$ cat config.mk
export PLATFORM = sky130hd
export DESIGN_NAME = acs_survivor_writer_flat
export DESIGN_NICKNAME = d
export VERILOG_FILES = /design/src/rtl/viterbi_pkg.sv /design/src/rtl/acs_survivor_writer_if.sv /design/src/rtl/acs_unit.sv /design/src/rtl/acs_survivor_writer.sv /design/src/flat_wrapper.sv
export SDC_FILE = /design/constraint.sdc
export NUM_CORES = 1
export LEC_CHECK = 0
export ABC_AREA = 0
export CAP_MARGIN = 20
export CORE_ASPECT_RATIO = 0.8
export CORE_MARGIN = 5
export CORE_UTILIZATION = 59
export CTS_BUF_LIST = sky130_fd_sc_hd__clkbuf_8
export DETAILED_ROUTE_END_ITERATION = 6
export PLACE_DENSITY_LB_ADDON = 0.15
export SLEW_MARGIN = 20
export SYNTH_ARGS = -nofsm -noshare
export SYNTH_HDL_FRONTEND = slang
export SYNTH_HIERARCHICAL = 1
export SYNTH_SLANG_ARGS = --single-unit
$ cat constraint.sdc
create_clock -name clk -period 3.2 [get_ports clk]
set_input_delay 0.32 -clock clk [delete_from_list [all_inputs] [get_ports clk]]
set_output_delay 0.32 -clock clk [all_outputs]
set_load 0.02 [all_outputs]
$ cat src/rtl/viterbi_pkg.sv
// Shared definitions for the forward (ACS) half of the 8-state hard-decision
// Viterbi decoder.
//   NUM_STATES : trellis size
//   PRED       : PRED[s][d] is the predecessor of state s selected by decision d
//   EXP        : EXP[s][d] is the {g1,g0} code emitted on transition PRED[s][d] -> s
//                (encoder generators g1 = 1111b, g0 = 1101b, newest bit first)
//   fsm_state_t: FILL / SEARCH / TRACE
//   hamming2   : distance between two 2-bit code pairs
package viterbi_pkg;

   localparam int NUM_STATES = 8;

   typedef enum logic [1:0] {
      FILL   = 2'd0,
      SEARCH = 2'd1,
      TRACE  = 2'd2
   } fsm_state_t;

   localparam logic [2:0] PRED [NUM_STATES][2] = '{
      '{3'd0, 3'd1}, '{3'd3, 3'd2}, '{3'd4, 3'd5}, '{3'd7, 3'd6},
      '{3'd1, 3'd0}, '{3'd2, 3'd3}, '{3'd5, 3'd4}, '{3'd6, 3'd7}
   };

   localparam logic [1:0] EXP [NUM_STATES][2] = '{
      '{2'b00, 2'b11}, '{2'b01, 2'b10}, '{2'b11, 2'b00}, '{2'b10, 2'b01},
      '{2'b00, 2'b11}, '{2'b01, 2'b10}, '{2'b11, 2'b00}, '{2'b10, 2'b01}
   };

   function automatic logic [1:0] hamming2(input logic [1:0] a, input logic [1:0] b);
      logic [1:0] x;
      x = a ^ b;
      return {1'b0, x[1]} + {1'b0, x[0]};
   endfunction

endpackage

$ cat src/rtl/acs_survivor_writer_if.sv
// Handshake and survivor-memory bus of acs_survivor_writer.
//   master: symbol source / memory + trace-back side (drives in_valid, rx_sym)
//   slave : the ACS block (drives in_ready, memory write port, trace controls)
interface acs_survivor_writer_if #(
   parameter int AW = 6
);
   logic          in_valid;
   logic [1:0]    rx_sym;
   logic          in_ready;
   logic          mem_we;
   logic [AW-1:0] mem_address_write;
   logic [7:0]    write_data;
   logic          trace_enable;
   logic [2:0]    idx_out;
   logic          block_done;

   modport master (
      output in_valid, rx_sym,
      input  in_ready, mem_we, mem_address_write, write_data,
      input  trace_enable, idx_out, block_done
   );

   modport slave (
      input  in_valid, rx_sym,
      output in_ready, mem_we, mem_address_write, write_data,
      output trace_enable, idx_out, block_done
   );
endinterface

$ cat src/rtl/acs_unit.sv
// One add-compare-select cell of the trellis (purely combinational).
//   pm_0, pm_1 : metrics of the two predecessors (decision 0 / 1)
//   bm_0, bm_1 : branch metrics of the two incoming transitions
//   pm_new     : selected, saturated metric
//   dec        : 1 iff the decision-1 path is strictly better
module acs_unit #(
   parameter int PM_W = 8
) (
   input  logic [PM_W-1:0] pm_0,
   input  logic [PM_W-1:0] pm_1,
   input  logic [1:0]      bm_0,
   input  logic [1:0]      bm_1,
   output logic [PM_W-1:0] pm_new,
   output logic            dec
);

   logic [PM_W:0]   sum_0_s;
   logic [PM_W:0]   sum_1_s;
   logic [PM_W-1:0] cand_0_s;
   logic [PM_W-1:0] cand_1_s;

   // Saturating add of both candidates, then select with ties going to branch 0
   always_comb begin
      sum_0_s = {1'b0, pm_0} + {{(PM_W-1){1'b0}}, bm_0};
      sum_1_s = {1'b0, pm_1} + {{(PM_W-1){1'b0}}, bm_1};
      if (sum_0_s[PM_W]) begin
         cand_0_s = {PM_W{1'b1}};
      end else begin
         cand_0_s = sum_0_s[PM_W-1:0];
      end
      if (sum_1_s[PM_W]) begin
         cand_1_s = {PM_W{1'b1}};
      end else begin
         cand_1_s = sum_1_s[PM_W-1:0];
      end
      if (cand_1_s < cand_0_s) begin
         dec    = 1'b1;
         pm_new = cand_1_s;
      end else begin
         dec    = 1'b0;
         pm_new = cand_0_s;
      end
   end

endmodule

$ cat src/rtl/acs_survivor_writer.sv
// Forward half of the Viterbi decoder: runs ACS over the 8-state trellis for
// one block of DEPTH symbols, writes one decision word per symbol to survivor
// memory, finds the minimum-metric end state and hands it to trace-back.
//   clk, rst          : clock, asynchronous active-high reset
//   bus.in_valid/rx_sym/in_ready : symbol handshake (accepted only in FILL)
//   bus.mem_we/mem_address_write/write_data : survivor write port (1-cycle latency)
//   bus.trace_enable/idx_out     : trace-back start, held for DEPTH cycles
//   bus.block_done               : pulse after the last trace_enable cycle
module acs_survivor_writer
   import viterbi_pkg::*;
#(
   parameter int              DEPTH   = 64,
   parameter int              AW      = 6,
   parameter int              PM_W    = 8,
   parameter logic [PM_W-1:0] PM_INIT = 8'd32
) (
   input logic                 clk,
   input logic                 rst,
   acs_survivor_writer_if.slave bus
);

   fsm_state_t      state_r;
   logic [PM_W-1:0] pm_r      [NUM_STATES];
   logic [PM_W-1:0] pm_next_s [NUM_STATES];
   logic [7:0]      dec_s;
   logic [AW-1:0]   sym_cnt_r;
   logic [AW-1:0]   addr_r;
   logic [AW-1:0]   trace_cnt_r;
   logic [2:0]      scan_r;
   logic [2:0]      min_idx_r;
   logic [PM_W-1:0] min_val_r;
   logic [2:0]      idx_r;
   logic            in_ready_r;
   logic            mem_we_r;
   logic            trace_enable_r;
   logic            block_done_r;
   logic [7:0]      write_data_r;
   logic            accept_s;
   logic            scan_take_s;
   logic [2:0]      best_idx_s;

   // in_ready_r is only ever high in FILL, so it doubles as the FILL qualifier
   assign accept_s = in_ready_r & bus.in_valid;

   for (genvar s = 0; s < NUM_STATES; s++) begin : g_acs
      acs_unit #(.PM_W(PM_W)) u_acs (
         .pm_0   (pm_r[PRED[s][0]]),
         .pm_1   (pm_r[PRED[s][1]]),
         .bm_0   (hamming2(bus.rx_sym, EXP[s][0])),
         .bm_1   (hamming2(bus.rx_sym, EXP[s][1])),
         .pm_new (pm_next_s[s]),
         .dec    (dec_s[s])
      );
   end

   // Minimum-search step: scan slot 0 always loads, later slots replace on strict less-than
   always_comb begin
      if (scan_r == 3'd0) begin
         scan_take_s = 1'b1;
      end else begin
         scan_take_s = (pm_r[scan_r] < min_val_r);
      end
      if (scan_take_s) begin
         best_idx_s = scan_r;
      end else begin
         best_idx_s = min_idx_r;
      end
   end

   // Block FSM with metrics, write port and trace-back controls as registered outputs
   always_ff @(posedge clk or posedge rst) begin
      if (rst) begin
         state_r        <= FILL;
         for (int i = 0; i < NUM_STATES; i++) begin
            pm_r[i] <= (i == 0) ? {PM_W{1'b0}} : PM_INIT;
         end
         sym_cnt_r      <= {AW{1'b0}};
         addr_r         <= {AW{1'b0}};
         trace_cnt_r    <= {AW{1'b0}};
         scan_r         <= 3'd0;
         min_idx_r      <= 3'd0;
         min_val_r      <= {PM_W{1'b0}};
         idx_r          <= 3'd0;
         in_ready_r     <= 1'b0;
         mem_we_r       <= 1'b0;
         trace_enable_r <= 1'b0;
         block_done_r   <= 1'b0;
         write_data_r   <= 8'd0;
      end else begin
         mem_we_r     <= accept_s;
         block_done_r <= 1'b0;
         // address advances once the pending write has been presented
         if (mem_we_r) begin
            addr_r <= addr_r + {{(AW-1){1'b0}}, 1'b1};
         end else begin
            addr_r <= addr_r;
         end
         case (state_r)
            FILL: begin
               if (accept_s) begin
                  for (int i = 0; i < NUM_STATES; i++) begin
                     pm_r[i] <= pm_next_s[i];
                  end
                  write_data_r <= dec_s;
                  sym_cnt_r    <= sym_cnt_r + {{(AW-1){1'b0}}, 1'b1};
                  if (sym_cnt_r == AW'(DEPTH - 1)) begin
                     state_r    <= SEARCH;
                     in_ready_r <= 1'b0;
                     scan_r     <= 3'd0;
                  end else begin
                     in_ready_r <= 1'b1;
                  end
               end else begin
                  in_ready_r <= 1'b1;
               end
            end
            SEARCH: begin
               if (scan_take_s) begin
                  min_val_r <= pm_r[scan_r];
                  min_idx_r <= scan_r;
               end else begin
                  min_val_r <= min_val_r;
               end
               scan_r <= scan_r + 3'd1;
               if (scan_r == 3'd7) begin
                  idx_r          <= best_idx_s;
                  state_r        <= TRACE;
                  trace_enable_r <= 1'b1;
                  trace_cnt_r    <= {AW{1'b0}};
               end else begin
                  trace_enable_r <= 1'b0;
               end
            end
            TRACE: begin
               trace_cnt_r <= trace_cnt_r + {{(AW-1){1'b0}}, 1'b1};
               if (trace_cnt_r == AW'(DEPTH - 1)) begin
                  state_r        <= FILL;
                  trace_enable_r <= 1'b0;
                  block_done_r   <= 1'b1;
                  in_ready_r     <= 1'b1;
                  for (int i = 0; i < NUM_STATES; i++) begin
                     pm_r[i] <= (i == 0) ? {PM_W{1'b0}} : PM_INIT;
                  end
               end else begin
                  trace_enable_r <= 1'b1;
               end
            end
            default: begin
               state_r        <= FILL;
               in_ready_r     <= 1'b0;
               trace_enable_r <= 1'b0;
            end
         endcase
      end
   end

   assign bus.in_ready          = in_ready_r;
   assign bus.mem_we            = mem_we_r;
   assign bus.mem_address_write = addr_r;
   assign bus.write_data        = write_data_r;
   assign bus.trace_enable      = trace_enable_r;
   assign bus.idx_out           = idx_r;
   assign bus.block_done        = block_done_r;

endmodule

$ cat src/flat_wrapper.sv
// flat-port wrapper written by rule: the top's interface ports become plain ports
module acs_survivor_writer_flat import viterbi_pkg::*;
#(
   parameter int              DEPTH   = 64,
   parameter int              AW      = 6,
   parameter int              PM_W    = 8,
   parameter logic [PM_W-1:0] PM_INIT = 8'd32
)
  (clk, rst, bus_in_valid, bus_rx_sym, bus_in_ready, bus_mem_we, bus_mem_address_write, bus_write_data, bus_trace_enable, bus_idx_out, bus_block_done);
  acs_survivor_writer_if #(.AW(AW)) bus_i ();
  input logic clk;
  input logic rst;
  input wire logic [$bits(bus_i.in_valid)-1:0] bus_in_valid;
  input wire logic [$bits(bus_i.rx_sym)-1:0] bus_rx_sym;
  output wire logic [$bits(bus_i.in_ready)-1:0] bus_in_ready;
  output wire logic [$bits(bus_i.mem_we)-1:0] bus_mem_we;
  output wire logic [$bits(bus_i.mem_address_write)-1:0] bus_mem_address_write;
  output wire logic [$bits(bus_i.write_data)-1:0] bus_write_data;
  output wire logic [$bits(bus_i.trace_enable)-1:0] bus_trace_enable;
  output wire logic [$bits(bus_i.idx_out)-1:0] bus_idx_out;
  output wire logic [$bits(bus_i.block_done)-1:0] bus_block_done;
  assign bus_i.in_valid = bus_in_valid;
  assign bus_i.rx_sym = bus_rx_sym;
  assign bus_in_ready = bus_i.in_ready;
  assign bus_mem_we = bus_i.mem_we;
  assign bus_mem_address_write = bus_i.mem_address_write;
  assign bus_write_data = bus_i.write_data;
  assign bus_trace_enable = bus_i.trace_enable;
  assign bus_idx_out = bus_i.idx_out;
  assign bus_block_done = bus_i.block_done;
  acs_survivor_writer #(.DEPTH(DEPTH), .AW(AW), .PM_W(PM_W), .PM_INIT(PM_INIT)) u_core (.clk(clk), .rst(rst), .bus(bus_i));
endmodule
# == Yosys cells after proc, flatten, opt, wreduce, memory -nomap -nowiden ==
# Cells that the tools add are included.
# word_totals
reg_bits,113
in_bits,5
out_inout_bits,21
wordCells,142
# op_classes
addsub,24
order_cmp,10
n_eq_ne,9
mux,59
bitwise,6
n_reduce_logical,13
# ops
operator,n
$mux 8,26
$add 8x2->9,16
$mux 64,2
$pmux 64 s2,1
$lt 8x8->1,9
$bmux 8 s3,1
$add 6x1->6 const B,3
$mux 1,16
$eq 6x6->1 const B,2
$pmux 6 s2,1
$reduce_and 2->1,5
$mux 3,3
$add 1x1->2,4
$mux 2,4
$ne 2x1->1 const B,4
$mux 6,1
$pmux 1 s3,2
$pmux 2 s3,1
$pmux 3 s2,1
$reduce_and 3->1,2
$reduce_bool 2->1,3
$ge 4x4->1 const B,1
$not 3->4,1
$reduce_and 4->1,1
other kinds (9),11

# == Logic depth before layout (Yosys ltp) ==
# logic_depth
word_depth,8
ltp_mapped,20
depth_no_buf,20

# == Hierarchy ==
# Netlist, hierarchy kept.
# modules_own_cells
module,n_inst,cells_per_inst,area_per_inst_um2,seq_area_each_um2
acs_survivor_writer,1,543,5484.0,2836.5
acs_unit at u_core.g_acs[0].u_acs ...,6,103,723.2,0.0
acs_unit at u_core.g_acs[3].u_acs,1,103,760.7,0.0
acs_unit at u_core.g_acs[2].u_acs,1,100,733.2,0.0

# == Worst setup path after synthesis ==
# No wires, ideal clock.
# synth_path
kind,input to register
startpoint,input port bus_rx_sym[0]
endpoint,register u_core/pm_r[33] (netlist bit)
setup_ps,133
t_arrival_ps,3580
required_time_ps,3067
slack_ps,-513
cell_stages,18
n_path_buf,0
path_cell_list,inv_1 > ha_1 > inv_1 > ha_1 > inv_1 > fa_1 > nand3b_1 > or2_2 > and2_1 > inv_1 > ha_1 > a21oi_1 > a21oi_1 > nor2_1 > o31ai_4 > mux2_4 > nand2_1 > o21ai_0
# synth_rtl
element,line_no,source
"start, declared",flat_wrapper.sv:14,input wire logic [$bits(bus_i.rx_sym)-1:0] bus_rx_sym;
"end signal, assigned by index",acs_survivor_writer.sv:75,pm_r[i] <= (i == 0) ? {PM_W{1'b0}} : PM_INIT;
"end signal, assigned by index",acs_survivor_writer.sv:102,pm_r[i] <= pm_next_s[i];
"end signal, assigned by index",acs_survivor_writer.sv:142,pm_r[i] <= (i == 0) ? {PM_W{1'b0}} : PM_INIT;
"end, declared",acs_survivor_writer.sv:23,logic [PM_W-1:0] pm_r [NUM_STATES];

==> out/metrics.cfg <==
[run_status]
status=finished, violations left
violations=DRC, setup timing

[sta]
finClkSkew_ns=0.0180
setup_slack_ns=-0.394
finalCritPeriodShare_pct=112
fin_tns_setup_ns=-6.15
fmax_mhz=278
hold_viol=0
tightest_slew_ns=0.802
period_minus_slack_ns=3.59
slew_headroom_pct=46.5
timing.hold.ws_ns=0.373
slew_violations=0
rsz0062_at_grt=true
setup_viol=54

[grt]
grt_pass1_wl_mm=58.1
busiest_layer=met2
first_global_vias=11219
grtUsageMet1_pct=45.2
antenna_found_initial=0
grt.overflow.total=0
grt_max_degree=129
grt_util_met3_pct=6.48
use_met2_pct=52.8
track_usage_pct=33.1

[power]
combPwrFrac_pct=78.7
worst_ir_drop_vdd_uv=1090
leakage_uw=0.00725
clock_power_share_pct=7.1
p_per_area_nw_per_um2=1290
power_uw=20800
p_sw_share_pct=48.2
p_seq_share_pct=14.3
p_int_uw=10800
switchingPower_uw=10000

[setup_path]
cp.arrival_ns=3.88
cp_slowest_cell=dfrtp_1
cp.required_ns=3.49
start_kind=flip-flop
cp_cell_sequence=ha_2, inv_1, fa_2, and3b_4, nand3_4, mux2i_4, ha_4, nand4_1, buf_4, o31ai_4, buf_6, mux2_4, nand2_1, o21ai_0
end_kind=flip-flop
slowest_delay_ns=0.38
cp_max_fo=4
path_class=flip-flop to flip-flop

[routing]
postRouteAntennaNets=0
drt_pass1_iterations=7
initialDrtViolationCount=1603
vias=12379
drt-total-wl_mm=41.4
via_per_inst=6.31
wl_per_cell_um=21.1
drc=1

[cells_and_area]
fin_area_um2=16100
nets=1820
diodes=0
layout.cells.non_filler=1962
layout-drive-gt1-share_pct=39.8
fillers=1042
syn2layout_area_growth_pct=42.1

[yosys]
netlist.area_leader.share_pct=23.4
syn_avg_cell_area_um2=8.30
netlist_top_cells_count=nand2_1 (230), inv_1 (118), o21ai_0 (116)
synth_warnings=6
synth_edf_count=0
ys_ff_latch=113
synthTopCellsByArea=dfrtp_1 (23%), ha_1 (12%), nand2_1 (7.6%)
syn-instance-count=1364
synth-main-ff-cell=dfrtp_1
synth_nets=1493
yosysMostFrequentCell=nand2_1
seq_area_frac_synth_pct=25.1
synthArstFlopShare_pct=100
yosysTopAreaCell=dfrtp_1
synth.cell_area_um2=11300
netlist-cell-type-count=67

[cts]
clock-sinks=113
ctsHoldBuffers=0
cts_root_buf=clkbuf_8
worstSkewPairLatency_ns=0.48
clk_pin_slew_ns=0.09
cts_max_level=4
clk_path_buf_depth=2
cts_buffers=17
cts_tree=yes

[floorplanning]
io_pins=26
die_x_um=165
core_area_um2=18900
die_y_um=134
row_count=45
initial_core_util_pct=59.8
die_area_um2=22100

[min_path]
min_path_type=primary input to asynchronous set/reset pin

[placement]
port-buffer-count=25
routabilityCongestion=0.940
post-place-cells=1875
hpwl_mm=25.9
placed_area_um2=14000

[run]
max_cap_viol_count=0

cell usage in the layout, fill, tap and decap left out, types with 22 or more instances in the layout:
master and n:
a21oi_1 49, a21oi_2 33, buf_4 295, clkdlybuf4s50_1 23
dfrtp_1 96, ha_1 69, ha_4 35, inv_1 97
mux2i_1 42, nand2_1 222, nand2b_1 24, nand3_1 39
nand4_1 22, nor2_1 66, o21ai_0 56, o21ai_1 47
xnor2_1 32
kinds of logic after synthesis:
| kind of cell | share of synthesized area [%] |
|---|---|
| adders and majority gates | 14.8 |
| AOI/OAI and AO/OA | 15.8 |
| and+or+nand+nor | 22.4 |
| DFF | 25.1 |
| xor gates and xnor gates | 4.02 |
| muxes | 12.2 |
| buffers and inverters | 5.73 |
sequential cells by signal, summed over array words and instances (netlist names):
register,count
u_core/pm_r,64
u_core/bus.write_data,8
u_core/min_val_r,8
u_core/bus.mem_address_write,6
u_core/sym_cnt_r,6
u_core/trace_cnt_r,6
u_core/bus.idx_out,3
u_core/min_idx_r,3
u_core/scan_r,3
u_core/state_r,2
u_core/bus.block_done,1
u_core/bus.in_ready,1
u_core/bus.mem_we,1
u_core/bus.trace_enable,1
layer usage:
| metal | routed length (µm) | share of wire [%] | up-vias |
|---|---|---|---|
| li1 | - | - | 5470 |
| met1 | 15800 | 38 | 5870 |
| met2 | 18900 | 46 | 835 |
| met3 | 4600 | 11 | 204 |
| met4 | 2080 | 5.0 | 0 |
| met5 | 0 | 0 | - |
per-stage QoR:
| step | util (%) | worst slack [ns] |
|---|---|---|
| finish | 85.0 | -0.394 |
| global route | 85.0 | -0.536 |
| CTS | 79.4 | -0.0447 |
| detailed placement | 74.1 | -1.11 |
| global placement | 74.1 | -1.00 |
| floorplan | - | -0.149 |
power by group through the flow:
stage               Clock [µW]  Sequential (µW)  Combinational (µW)
floorplan                    0             2810                8280
global placement             0             2830               12300
detailed placement           0             2850               12800
CTS                       1470             2850               13800
global route              1530             3010               17400
finish                    1470             2960               16400
cell type report:
type / instances / area [µm²] / area share, %
clock buffers: 17 / 234 / 1.46
clock inverters: 15 / 174 / 1.08
inverters: 121 / 483 / 3.00
multi-input cells: 1093 / 9210 / 57.3
flip-flops and latches: 113 / 2850 / 17.7
well taps: 258 / 323 / 2.01
repair buffers: 345 / 2800 / 17.4
worst paths after layout:
| path | slack [ns] | cells past startpoint | to | from |
|---|---|---|---|---|
| max in group asynchronous | 2.31 | 3 | u_core/pm_r[41]$_DFFE_PP0P_ | rst |
| min reg2reg | 0.49 | 1 | u_core/bus.mem_address_write[5]$_DFFE_PP0P_ | u_core/bus.mem_address_write[5]$_DFFE_PP0P_ |
| min in group clk | 0.49 | 1 | u_core/bus.mem_address_write[5]$_DFFE_PP0P_ | u_core/bus.mem_address_write[5]$_DFFE_PP0P_ |
| max | -0.39 | 14 | u_core/pm_r[33]$_DFFE_PP0P_ | u_core/pm_r[0]$_DFFE_PP0P_ |
| min | 0.37 | 3 | u_core/trace_cnt_r[2]$_DFFE_PP0P_ | rst |
| max reg2reg | -0.39 | 14 | u_core/pm_r[33]$_DFFE_PP0P_ | u_core/pm_r[0]$_DFFE_PP0P_ |
critical path: cells and delay by family, from the launching register on:
family | cells | cell delay [ns]
AOI/OAI and AO/OA | 2 | 0.46
adders and majority gates | 3 | 0.87
buffers and inverters | 3 | 0.44
DFF | 1 | 0.38
muxes | 2 | 0.55
and+or+nand+nor | 4 | 0.69
repair_timing:
item | CTS | global route
pin swaps | 49 | 92
resized for setup | 100 | 193
setup buffers | 31 | 26
endpoints found under the setup margin | 81 | 86
endpoints found under the hold margin | 0 | 0
Note: power is estimated with default switching activity, not from simulation.
